==> config.mk <==
export PLATFORM = sky130hd
export DESIGN_NAME = ysyx_22041211_wbu
export DESIGN_NICKNAME = d
export VERILOG_FILES = /design/src/rtl/ysyx_22041211_wbu_pkg.sv /design/src/rtl/ysyx_22041211_csr_file.sv /design/src/rtl/ysyx_22041211_wbu.sv
export SDC_FILE = /design/constraint.sdc
export NUM_CORES = 1
export LEC_CHECK = 0
export ABC_AREA = 0
export BUFFER_PORTS_ARGS = -buffer_cell sky130_fd_sc_hd__buf_2
export CORE_UTILIZATION = 53
export DETAILED_ROUTE_END_ITERATION = 12
export PLACE_DENSITY = 0.83
export RECOVER_POWER = 25
export SLEW_MARGIN = 0
export SYNTH_ARGS = -nofsm -noshare
export SYNTH_HDL_FRONTEND = slang
export SYNTH_SLANG_ARGS = --single-unit
export TNS_END_PERCENT = 5
==> constraint.sdc <==
create_clock -name clk -period 5.02 [get_ports clk]
set_input_delay 1.004 -clock clk [delete_from_list [all_inputs] [get_ports clk]]
set_output_delay 1.004 -clock clk [all_outputs]
set_load 0.01 [all_outputs]
==> src/rtl/ysyx_22041211_wbu_pkg.sv <==
// Shared definitions for the write-back stage: CSR operation codes, CSR addresses,
// reset constants and the write-back FSM state encoding.
package ysyx_22041211_wbu_pkg;

    typedef enum logic [2:0] {
        CSR_TYPE_NONE  = 3'b000,
        CSR_TYPE_CSRW  = 3'b001,
        CSR_TYPE_ECALL = 3'b010,
        CSR_TYPE_MRET  = 3'b011
    } csr_type_e;

    localparam logic [11:0] CSR_MSTATUS  = 12'h300;
    localparam logic [11:0] CSR_MTVEC    = 12'h305;
    localparam logic [11:0] CSR_MEPC     = 12'h341;
    localparam logic [11:0] CSR_MCAUSE   = 12'h342;
    localparam logic [11:0] CSR_MINSTRET  = 12'hB02;
    localparam logic [11:0] CSR_MINSTRETH = 12'hB82;

    localparam logic [31:0] MCAUSE_ECALL_M = 32'd11;
    localparam logic [31:0] MSTATUS_RESET  = 32'h0000_1800;

    typedef enum logic [1:0] {
        WB_IDLE   = 2'd0,
        WB_COMMIT = 2'd1,
        WB_DONE   = 2'd2
    } wb_state_e;

    // Reserved codes 100-111 collapse to NONE so downstream logic sees only four cases.
    function automatic csr_type_e decode_csr_type(input logic [2:0] raw);
        case (raw)
            3'b001:  return CSR_TYPE_CSRW;
            3'b010:  return CSR_TYPE_ECALL;
            3'b011:  return CSR_TYPE_MRET;
            default: return CSR_TYPE_NONE;
        endcase
    endfunction

endpackage

==> src/rtl/ysyx_22041211_csr_file.sv <==
// Machine-mode CSR file: mstatus/mtvec/mepc/mcause, write decode and combinational read mux.
// Optional 64-bit minstret counter is built when YSYX_22041211_WBU_INSTRET_EN is defined.
module ysyx_22041211_csr_file
    import ysyx_22041211_wbu_pkg::*;
#(
    parameter int DATA_LEN = 32
) (
    input  logic                clk,
    input  logic                rst,
    input  logic                csr_we_i,
    input  logic [11:0]         csr_waddr_i,
    input  logic [DATA_LEN-1:0] csr_wdata_i,
    input  logic                ecall_i,
    input  logic [DATA_LEN-1:0] epc_i,
    input  logic                instret_inc_i,
    input  logic [11:0]         csr_raddr_i,
    output logic [DATA_LEN-1:0] csr_rdata_o,
    output logic [DATA_LEN-1:0] mtvec_o,
    output logic [DATA_LEN-1:0] mepc_o
);

    logic [DATA_LEN-1:0] mstatus_q, mstatus_d;
    logic [DATA_LEN-1:0] mtvec_q,   mtvec_d;
    logic [DATA_LEN-1:0] mepc_q,    mepc_d;
    logic [DATA_LEN-1:0] mcause_q,  mcause_d;

`ifdef YSYX_22041211_WBU_INSTRET_EN
    logic [63:0] minstret_q, minstret_d;
`else
    logic unused_instret_inc;
    assign unused_instret_inc = instret_inc_i;
`endif

    // NOTE: every _d gets its hold value first so no path leaves it unassigned (no latch).
    always_comb begin
        mstatus_d = mstatus_q;
        mtvec_d   = mtvec_q;
        mepc_d    = mepc_q;
        mcause_d  = mcause_q;
`ifdef YSYX_22041211_WBU_INSTRET_EN
        minstret_d = minstret_q;
        if (instret_inc_i) minstret_d = minstret_q + 64'd1;
`endif
        if (csr_we_i) begin
            case (csr_waddr_i)
                CSR_MSTATUS: mstatus_d = csr_wdata_i;
                CSR_MTVEC:   mtvec_d   = csr_wdata_i;
                CSR_MEPC:    mepc_d    = csr_wdata_i;
                CSR_MCAUSE:  mcause_d  = csr_wdata_i;
`ifdef YSYX_22041211_WBU_INSTRET_EN
                // An explicit write wins over the retire increment.
                CSR_MINSTRET:  minstret_d[31:0]  = csr_wdata_i[31:0];
                CSR_MINSTRETH: minstret_d[63:32] = csr_wdata_i[31:0];
`endif
                default: ;
            endcase
        end
        if (ecall_i) begin
            mepc_d   = epc_i;
            mcause_d = DATA_LEN'(MCAUSE_ECALL_M);
        end
    end

    // NOTE: state registers use non-blocking assignments so all flops update together at the edge.
    always_ff @(posedge clk) begin
        if (rst) begin
            mstatus_q <= DATA_LEN'(MSTATUS_RESET);
            mtvec_q   <= '0;
            mepc_q    <= '0;
            mcause_q  <= '0;
`ifdef YSYX_22041211_WBU_INSTRET_EN
            minstret_q <= '0;
`endif
        end else begin
            mstatus_q <= mstatus_d;
            mtvec_q   <= mtvec_d;
            mepc_q    <= mepc_d;
            mcause_q  <= mcause_d;
`ifdef YSYX_22041211_WBU_INSTRET_EN
            minstret_q <= minstret_d;
`endif
        end
    end

    // Reads see the registered value, so a same-cycle write is visible only next cycle.
    always_comb begin
        csr_rdata_o = '0;
        case (csr_raddr_i)
            CSR_MSTATUS: csr_rdata_o = mstatus_q;
            CSR_MTVEC:   csr_rdata_o = mtvec_q;
            CSR_MEPC:    csr_rdata_o = mepc_q;
            CSR_MCAUSE:  csr_rdata_o = mcause_q;
`ifdef YSYX_22041211_WBU_INSTRET_EN
            CSR_MINSTRET:  csr_rdata_o = DATA_LEN'(minstret_q[31:0]);
            CSR_MINSTRETH: csr_rdata_o = DATA_LEN'(minstret_q[63:32]);
`endif
            default: ;
        endcase
    end

    assign mtvec_o = mtvec_q;
    assign mepc_o  = mepc_q;

endmodule

==> src/rtl/ysyx_22041211_wbu.sv <==
// Write-back stage: latches one LSU result, commits GPR/CSR effects, then signals the IFU.
// Define YSYX_22041211_WBU_INSTRET_EN to add the minstret counter in the CSR file.
module ysyx_22041211_wbu
    import ysyx_22041211_wbu_pkg::*;
#(
    parameter int DATA_LEN = 32,
    parameter int ADDR_LEN = 32
) (
    input  logic                clk,
    input  logic                rst,
    input  logic                lsu_valid_i,
    input  logic                wd_i,
    input  logic [4:0]          wreg_i,
    input  logic [DATA_LEN-1:0] wdata_i,
    input  logic [2:0]          csr_type_i,
    input  logic [11:0]         csr_addr_i,
    input  logic [DATA_LEN-1:0] csr_wdata_i,
    input  logic [ADDR_LEN-1:0] pc_i,
    output logic                wb_ready_o,
    output logic                reg_wen_o,
    output logic [4:0]          reg_waddr_o,
    output logic [DATA_LEN-1:0] reg_wdata_o,
    input  logic [11:0]         csr_raddr_i,
    output logic [DATA_LEN-1:0] csr_rdata_o,
    output logic                wb_valid_o,
    output logic                redirect_o,
    output logic [ADDR_LEN-1:0] redirect_pc_o
);

    wb_state_e state_q, state_d;

    logic                wd_q;
    logic [4:0]          wreg_q;
    logic [DATA_LEN-1:0] wdata_q;
    csr_type_e           csr_type_q;
    logic [11:0]         csr_addr_q;
    logic [DATA_LEN-1:0] csr_wdata_q;
    logic [ADDR_LEN-1:0] pc_q;

    logic                commit, done, is_trap;
    logic [DATA_LEN-1:0] mtvec, mepc;

    always_comb begin
        state_d = state_q;
        case (state_q)
            WB_IDLE:   if (lsu_valid_i) state_d = WB_COMMIT;
            WB_COMMIT: state_d = WB_DONE;
            WB_DONE:   state_d = WB_IDLE;
            default:   state_d = WB_IDLE;
        endcase
    end

    always_ff @(posedge clk) begin
        if (rst) begin
            state_q     <= WB_IDLE;
            wd_q        <= 1'b0;
            wreg_q      <= '0;
            wdata_q     <= '0;
            csr_type_q  <= CSR_TYPE_NONE;
            csr_addr_q  <= '0;
            csr_wdata_q <= '0;
            pc_q        <= '0;
        end else begin
            state_q <= state_d;
            if (state_q == WB_IDLE && lsu_valid_i) begin
                wd_q        <= wd_i;
                wreg_q      <= wreg_i;
                wdata_q     <= wdata_i;
                csr_type_q  <= decode_csr_type(csr_type_i);
                csr_addr_q  <= csr_addr_i;
                csr_wdata_q <= csr_wdata_i;
                pc_q        <= pc_i;
            end
        end
    end

    // Strobes are masked by rst so a reset landing mid-commit discards the write that cycle.
    assign commit  = (state_q == WB_COMMIT) && !rst;
    assign done    = (state_q == WB_DONE) && !rst;
    assign is_trap = (csr_type_q == CSR_TYPE_ECALL) || (csr_type_q == CSR_TYPE_MRET);

    assign wb_ready_o  = (state_q == WB_IDLE);
    assign reg_wen_o   = commit && wd_q && (wreg_q != 5'd0);
    assign reg_waddr_o = wreg_q;
    assign reg_wdata_o = wdata_q;
    assign wb_valid_o  = done;
    assign redirect_o  = done && is_trap;

    always_comb begin
        redirect_pc_o = '0;
        if (redirect_o)
            redirect_pc_o = (csr_type_q == CSR_TYPE_ECALL) ? ADDR_LEN'(mtvec) : ADDR_LEN'(mepc);
    end

    ysyx_22041211_csr_file #(
        .DATA_LEN (DATA_LEN)
    ) u_csr_file (
        .clk           (clk),
        .rst           (rst),
        .csr_we_i      (commit && (csr_type_q == CSR_TYPE_CSRW)),
        .csr_waddr_i   (csr_addr_q),
        .csr_wdata_i   (csr_wdata_q),
        .ecall_i       (commit && (csr_type_q == CSR_TYPE_ECALL)),
        .epc_i         (DATA_LEN'(pc_q)),
        .instret_inc_i (done),
        .csr_raddr_i   (csr_raddr_i),
        .csr_rdata_o   (csr_rdata_o),
        .mtvec_o       (mtvec),
        .mepc_o        (mepc)
    );

endmodule

* Word-level counts from Yosys, hierarchy flattened *
Index checks and enable logic that the tools add are counted.

storage, ports and cells
  word-level logic and storage cells = 63
  bits in latches = 0
  memories = 0
  bits in registers = 247
  memory bits (read-only) = 0
  input bits = 132
  output and inout bits = 105
  memory bits (writable) = 0

cells by class
  shift-type cells = 0
  divide/modulo/power cells = 0
  $lt $le $gt $ge = 0
  equal/unequal tests = 17
  reduce and logical (&&, ||, !) cells = 21
  multiplexer cells = 12
  multipliers = 0
  $add $sub $neg = 0
  bitwise operators = 0

operator list
  operator              count
  $mux 32               5
  $pmux 32 s4           1
  $eq 12x10->1 const B  8
  $eq 3x2->1 const B    4
  $mux 4                3
  $reduce_and 2->1      5
  $logic_and 1x1->1     8
  $eq 3x1->1 const B    2
  $pmux 2 s3            1
  $reduce_bool 2->1     3
  $reduce_bool 5->1     1
  $pmux 2 s2            1
  $eq 2x1->1 const B    1
  $eq 2x2->1 const B    1
  $logic_not 2->1       1
  $mux 2                1
  $ne 2x2->1 const B    1
  $reduce_or 2->1       1
  $logic_not 1->1       1
  $logic_or 1x1->1      1

* Depth between registers and ports, before layout *
Gate-level depths: netlist of the first run.

  word-level depth = 5
  mapped depth = 7
  gate-level depth less buffers = 4

* Hierarchy *
From an unflattened synthesis of the first run, not the netlist that was laid out.

unflattened totals
  cell total of the unflattened synthesis = 1257
  area total of the unflattened synthesis = 10259.8 µm²

modules (own cells, without submodules)
  module                  instances  sequential area each (µm²)  cells an instance  area each (µm²)
  ysyx_22041211_csr_file  1          2562.5                      630                5677.9
  ysyx_22041211_wbu       1          2362.3                      627                4581.9

* Worst setup path after synthesis of the first run *
OpenSTA, ideal clock, no wires.

  path kind = input port to output port
  from = in rst
  to = out redirect_pc_o[22]
  stages = 5
  arrival = 2.196 ns
  required time = 4.016 ns
  path slack = 1.820 ns
  path buffers = 2
  cells stage by stage = clkbuf_1 > nor3b_1 > nand2_1 > clkbuf_1 > a21oi_1

on the way
  longest elaborated chain between the ends = 4

RTL lines
  what               RTL line                 source
  from (decl)        ysyx_22041211_wbu.sv:10  input logic rst,
  $logic_not 1->1    ysyx_22041211_wbu.sv:79  assign done = (state_q == WB_DONE) && !rst;
  $logic_and 1x1->1  ysyx_22041211_wbu.sv:79
  net wb_valid_o     ysyx_22041211_wbu.sv:25  output logic wb_valid_o,
  $logic_and 1x1->1  ysyx_22041211_wbu.sv:87  assign redirect_o = done && is_trap;
  $mux 32            ysyx_22041211_wbu.sv:91  if (redirect_o)
  to (decl)          ysyx_22041211_wbu.sv:27  output logic [ADDR_LEN-1:0] redirect_pc_o

The timed path passes the listed nets, and every way through them passes these cells.

* Worst setup path in the final report of the first run *
  from = in csr_raddr_i[3]
  to = out csr_rdata_o[13]

on the way
  longest elaborated chain between the ends = 2
  elaborated cells on any way between the ends = 5
  those cells by class = 4 x eq/ne; 1 x mux

RTL lines
  what             RTL line                      source
  from (decl)      ysyx_22041211_wbu.sv:23       input logic [11:0] csr_raddr_i,
  $eq 12x10->1     ysyx_22041211_csr_file.sv:88  case (csr_raddr_i)
  $pmux 32 s4 (*)  ysyx_22041211_csr_file.sv:88
  to (decl)        ysyx_22041211_wbu.sv:24       output logic [DATA_LEN-1:0] csr_rdata_o,

Every way passes the cells marked *; elsewhere a longest branch is shown, timed or not.

==> results.json, run 1 <==
{
  "synth_top_area_share_pct": 46.3,
  "async_flop_share_pct": 0,
  "fmax_mhz": 251,
  "cts_buffers": 26,
  "crit_type": "primary input to output port",
  "clkTransAtPathRegs_ps": 60,
  "globalRouteMet1Util_pct": 40.0,
  "setup_violations": 0,
  "crit_path_end": "csr_rdata_o[13]",
  "drv_cap": 1,
  "crit_fanout": 23,
  "cts-resized-gates": 0,
  "tightest_slew_ps": 3040,
  "placedInstanceArea_um2": 11800,
  "min_period_ps": 3980,
  "synth_top_flop_cell": "dfxtp_1",
  "drtIter0Drc": 1184,
  "finalCritPeriodShare_pct": 79.3,
  "cp_cell_sequence": "buf_2 > nor4_1 > nand2_1 > buf_4 > o22ai_1 > buf_2",
  "clock-root-buffer": "clkbuf_16",
  "finClkSkew_ps": 12.4,
  "rr_startpoint": "state_q[1]",
  "end_kind": "output port",
  "routed_wl_um": 33700,
  "hold_path_class": "flip-flop to flip-flop",
  "ys_ff_latch": 246,
  "fin_util_pct": 64.1,
  "overflow": 0,
  "syn_inst": 1394,
  "sw_frac_of_total_pct": 24.3,
  "die_h_um": 144,
  "ir_worst_vdd_mv": 0.301,
  "clockPowerShare_pct": 44.0,
  "rsz0062_at_grt": "false",
  "p_comb_share_pct": 7.6,
  "grt_pass1_wl_um": 52600,
  "synth_nets": 1526,
  "cts_tree": "yes",
  "drc": 0,
  "start_util_pct": 54.3,
  "clk_latency_ps": 530,
  "synth_area_leaders": "dfxtp_1 46%, a21oi_1 11%, nand2_1 11%",
  "final_cell_area_um2": 12600,
  "gr-usage-met2_pct": 54.7,
  "worst_path_max_delay_cell": "nand2_1",
  "slew_headroom_pct": -103,
  "drv_slew": 90,
  "critPathArrivalTime_ps": 2980,
  "grt_max_degree": 102,
  "synth.distinct_cells": 37,
  "critPathMaxStageDelay_ps": 710,
  "synthTopCellsByCount": "303 x nand2_1, 246 x dfxtp_1, 241 x a21oi_1, 125 x o21ai_0, 114 x clkbuf_1",
  "yosysTopAreaCell": "dfxtp_1",
  "crit_top_cell": "buf_2",
  "rr_endpoint": "pc_q[14]",
  "vias_per_cell": 6.14,
  "startpoint_type": "primary input",
  "place_congestion": 0.841,
  "worstRegToRegCells": 5,
  "num_vias": 11200,
  "p_sw_w": 0.00104,
  "fin_nets": 1669,
  "drtAntennaViolNets": 0,
  "synth-edff-count": 0,
  "grt-busiest-layer": "met2",
  "hold_violations": 0,
  "antenna_found_initial": 3,
  "drt-pass1-iter-count": 6,
  "htree_levels": 1,
  "dieArea_um2": 20600,
  "yosysSeqAreaShare_pct": 46.3,
  "r2r_slack_ps": 1140,
  "avgSynthCellArea_um2": 7.63,
  "final.setup.tns_ps": 0,
  "grt_util_met3_pct": 5.56,
  "dpl.hpwl_um": 21300,
  "wl_per_cell_um": 18.5,
  "powerDensity_nw_per_um2": 340,
  "syn_area_um2": 10600,
  "grt_pass1_vias": 10500,
  "core_area_um2": 19600,
  "yosysMostFrequentCell": "nand2_1",
  "die_w_um": 144,
  "syn2layout_area_growth_pct": 18.0,
  "drive_gt1_share_pct": 18.0,
  "power_frac_seq_pct": 48.5,
  "track_usage_pct": 32.0,
  "port_buffers": 236,
  "synth_warnings": 0,
  "cts_sinks": 246,
  "required_ps": 4020,
  "outcome": "finished with violations",
  "clk_path_buf_depth": 3,
  "cts_hold_buf": 0,
  "leakage_nw": 4.48,
  "violations": "max-capacitance violations, max-slew violations",
  "ioPinCount": 237,
  "post-cts-setup-buffer-count": 0,
  "critPathLaunch": "csr_raddr_i[3]",
  "p_int_w": 0.00323,
  "row_count": 51
}
-- through the flow --
stage,cells,total power [W],setup slack [ps],hold WS (ps)
2_1_floorplan,1394,0.00229,1820,432
3_3_place_gp,1774,0.00242,1230,440
3_5_place_dp,1774,0.00243,1100,444
4_1_cts,1818,0.00428,1100,452
5_1_grt,1821,0.00438,798,470
6_report,1821,0.00426,1040,452
-- power groups by stage --
| stage | Sequential, W | Combinational (W) | Clock (W) |
|---|---|---|---|
| after floorplan | 0.00210 | 0.000188 | 0 |
| after global routing | 0.00207 | 0.000353 | 0.00196 |
| after global placement | 0.00211 | 0.000313 | 0 |
| after CTS | 0.00207 | 0.000321 | 0.00189 |
| final | 0.00207 | 0.000322 | 0.00187 |
| after detailed placement | 0.00211 | 0.000319 | 0 |
-- critical path, delay by kind of cell --
family	cells	cell delay [ps]
buffers and inverters	3	710
AND/OR/NAND/NOR	2	1060
AO/OA/AOI/OAI	1	200
-- state kept, by name, summed over array words and instances (netlist names) --
name and count:
csr_addr_q 12, u_csr_file.mstatus_q 32, u_csr_file.mcause_q 32, u_csr_file.mtvec_o 32, csr_wdata_q 32, reg_waddr_o 5
pc_q 32, csr_type_q 2, state_q 2, u_csr_file.mepc_o 32, wd_q 1, reg_wdata_o 32
-- cells by family after synthesis --
kind of cell    count (synthesis)  synth area share (%)
simple gates                  467                  18.9
buf+inv                       151                  5.96
compound gates                530                  28.8
flops                         246                  46.3
-- area by class of cell --
cell class | count | area [um^2]
diodes | 3 | 7.51
clock inverters | 4 | 26.3
fillers | 1751 | 7030
clock buffers | 40 | 815
inverters | 3 | 11.3
repair buffers | 263 | 1340
multi-input cells | 997 | 5100
flip-flops and latches | 246 | 4920
well taps | 265 | 332
-- cell usage in the layout, fill, tap and decap left out, types with 3 or more instances in the layout --
cell	synthesis	layout
nand2_1	303	302
dfxtp_1	246	246
a21oi_1	241	241
buf_2	27	198
o21ai_0	125	125
nand3_1	94	94
a22oi_1	64	64
clkbuf_1	114	41
nor2_1	33	33
o22ai_1	32	32
a41oi_1	30	30
a211oi_1	30	30
clkbuf_16	0	27
buf_4	3	27
clkbuf_8	0	9
nand4_1	6	6
nor2b_2	0	5
diode_2	0	3
nor3b_1	2	3
inv_1	3	3
and2_1	2	3
a31oi_1	3	3
and3_1	3	3
clkinv_2	0	3
-- per-layer routing --
metal  share of wire [%]  vias to the layer above
li1                    -                     5234
met1                  40                     5261
met2                  48                      591
met3                 8.9                       91
met4                 3.1                        0
met5                   0                        -
-- how the worst min path moves through the flow --
stage | startpoint | endpoint | slack, ps | cells past startpoint
2_1_floorplan | csr_addr_q[11] | csr_addr_q[11] | 430 | 2
3_3_place_gp | reg_wdata_o[11] | reg_wdata_o[11] | 440 | 2
3_5_place_dp | csr_addr_q[10] | csr_addr_q[10] | 440 | 2
4_1_cts | csr_addr_q[10] | csr_addr_q[10] | 450 | 2
5_1_grt | reg_wdata_o[26] | reg_wdata_o[26] | 470 | 2
6_report | csr_addr_q[10] | csr_addr_q[10] | 450 | 2
(Power assumes the default switching activity.)
==> run 2: changes to the inputs <==
==> constraint.sdc (replaced) <==
create_clock -name clk -period 3.7 [get_ports clk]
set_input_delay 0.74 -clock clk [delete_from_list [all_inputs] [get_ports clk]]
set_output_delay 0.74 -clock clk [all_outputs]
set_load 0.01 [all_outputs]
==> results.json, run 2 (synthesis results as in run 1) <==
{
  "outcome": "finished with violations",
  "violations": "max-capacitance violations, max-slew violations",
  "start_util_pct": 54.3,
  "antenna_found_initial": 2,
  "grt_pass1_wl_um": 53300,
  "htree_levels": 1,
  "post-cts-setup-buffer-count": 0,
  "clk_path_buf_depth": 3,
  "dp.cells": 1781,
  "dieArea_um2": 20600,
  "fill_cells": 1739,
  "row_count": 51,
  "startpoint_type": "flip-flop",
  "cts_buffers": 25,
  "ir_worst_vdd_mv": 0.366,
  "required_ps": 4060,
  "drc": 0,
  "cts_tree": "yes",
  "drive_gt1_share_pct": 18.1,
  "hold_violations": 0,
  "syn2layout_area_growth_pct": 17.8,
  "overflow": 0,
  "final.setup.tns_ps": 0,
  "cp_cell_sequence": "nor3b_1 > nand4_1 > buf_4 > o21ai_0 > a211oi_1",
  "power_frac_seq_pct": 50.1,
  "die_h_um": 144,
  "routed_wl_um": 34200,
  "drv_cap": 2,
  "total_power_w": 0.00560,
  "wl_per_cell_um": 18.7,
  "final_common_cell": "nand2_1",
  "clock-root-buffer": "clkbuf_16",
  "ioPinCount": 237,
  "drtAntennaViolNets": 0,
  "end_kind": "flip-flop",
  "cts-resized-gates": 0,
  "worst_path_max_delay_cell": "nor3b_1",
  "final_cell_mix": "303 x nand2_1, 246 x dfxtp_1, 241 x a21oi_1",
  "cpLargestDelayFamily": "simple AND/OR/NAND/NOR gates",
  "leakage_nw": 4.47,
  "sw_frac_of_total_pct": 24.7,
  "powerDensity_nw_per_um2": 447,
  "drtIter0Drc": 1270,
  "stdcell_count": 1827,
  "vias_per_cell": 6.15,
  "core_area_um2": 19600,
  "fmax_mhz": 317,
  "min_period_ps": 3160,
  "track_usage_pct": 32.8,
  "path_buf_inv": 1,
  "hold_ws_ps": 453,
  "die_w_um": 144,
  "fin_nets": 1675,
  "clockPowerShare_pct": 42.1,
  "place_congestion": 0.874,
  "crit_fanout": 20,
  "finalCritPeriodShare_pct": 85.4,
  "crit_type": "flip-flop to flip-flop",
  "p_sw_w": 0.00138,
  "slew_headroom_pct": -44.5,
  "critPathMaxStageDelay_ps": 1020,
  "grt_pass1_vias": 10600,
  "drv_slew": 118,
  "rsz0062_at_grt": "false",
  "setup_violations": 0,
  "cts_hold_buf": 0,
  "p_comb_share_pct": 7.8,
  "port_buffers": 236,
  "critPathArrivalTime_ps": 3520,
  "p_int_w": 0.00422,
  "dpl.hpwl_um": 21700,
  "finClkSkew_ps": 10.4,
  "hold_path_class": "primary input to flip-flop",
  "cts_sinks": 246,
  "grt_max_degree": 89,
  "num_vias": 11200,
  "clk_latency_ps": 520,
  "drt-pass1-iter-count": 8,
  "tightest_slew_ps": 2170,
  "clkTransAtPathRegs_ps": 60
}
-- run 2: worst paths after layout --
| check | from | to | slack [ps] | cells past startpoint |
|---|---|---|---|---|
| min reg2reg | csr_addr_q[8] | csr_addr_q[8] | 450 | 2 |
| max | state_q[0] | u_csr_file.mepc_o[23] | 540 | 5 |
| max reg2reg | state_q[0] | u_csr_file.mepc_o[23] | 540 | 5 |
| min | csr_wdata_i[27] | csr_wdata_q[27] | 450 | 3 |
-- run 2: tightest hold or removal path, delay by kind of cell --
family | cells | cell delay (ps)
buffers and inverters | 1 | 90
AO/OA/AOI/OAI | 1 | 50
AND/OR/NAND/NOR | 1 | 40
-- run 2: through the flow --
step | util, % | setup WS [ps] | area (um^2)
6_report | 64.0 | 541 | 12500
3_5_place_dp | 60.5 | 648 | 11800
3_3_place_gp | 60.5 | 673 | 11800
4_1_cts | 64.3 | 620 | 12600
2_1_floorplan | - | 1030 | 10600
5_1_grt | 64.0 | 231 | 12500
-- run 2: cell type report --
type	count	area, um^2	share of cell area, %
clock buffer	37	721	5.75
multi-input combinational	997	5090	40.6
timing repair buffer	270	1410	11.2
sequential	246	4920	39.3
antenna	2	5.00	0.0399
inverter	3	11.3	0.0899
tap	265	332	2.65
clock inverter	7	37.5	0.300
-- run 2: layer usage --
| metal | vias up | part of all wire (%) | track usage, % |
|---|---|---|---|
| met5 | - | 0 | 0 |
| met4 | 0 | 4.5 | 17.4 |
| met3 | 118 | 9.3 | 5.96 |
| met2 | 646 | 47 | 54.8 |
| met1 | 5227 | 39 | 40.1 |
| li1 | 5237 | - | - |
-- run 2: power by group through the flow --
stage | clock [W] | sequential, W | combinational, W
detailed placement | 0 | 0.00286 | 0.000441
floorplan | 0 | 0.00285 | 0.000254
finish | 0.00235 | 0.00280 | 0.000439
CTS | 0.00237 | 0.00280 | 0.000444
global placement | 0 | 0.00286 | 0.000433
global route | 0.00248 | 0.00281 | 0.000480
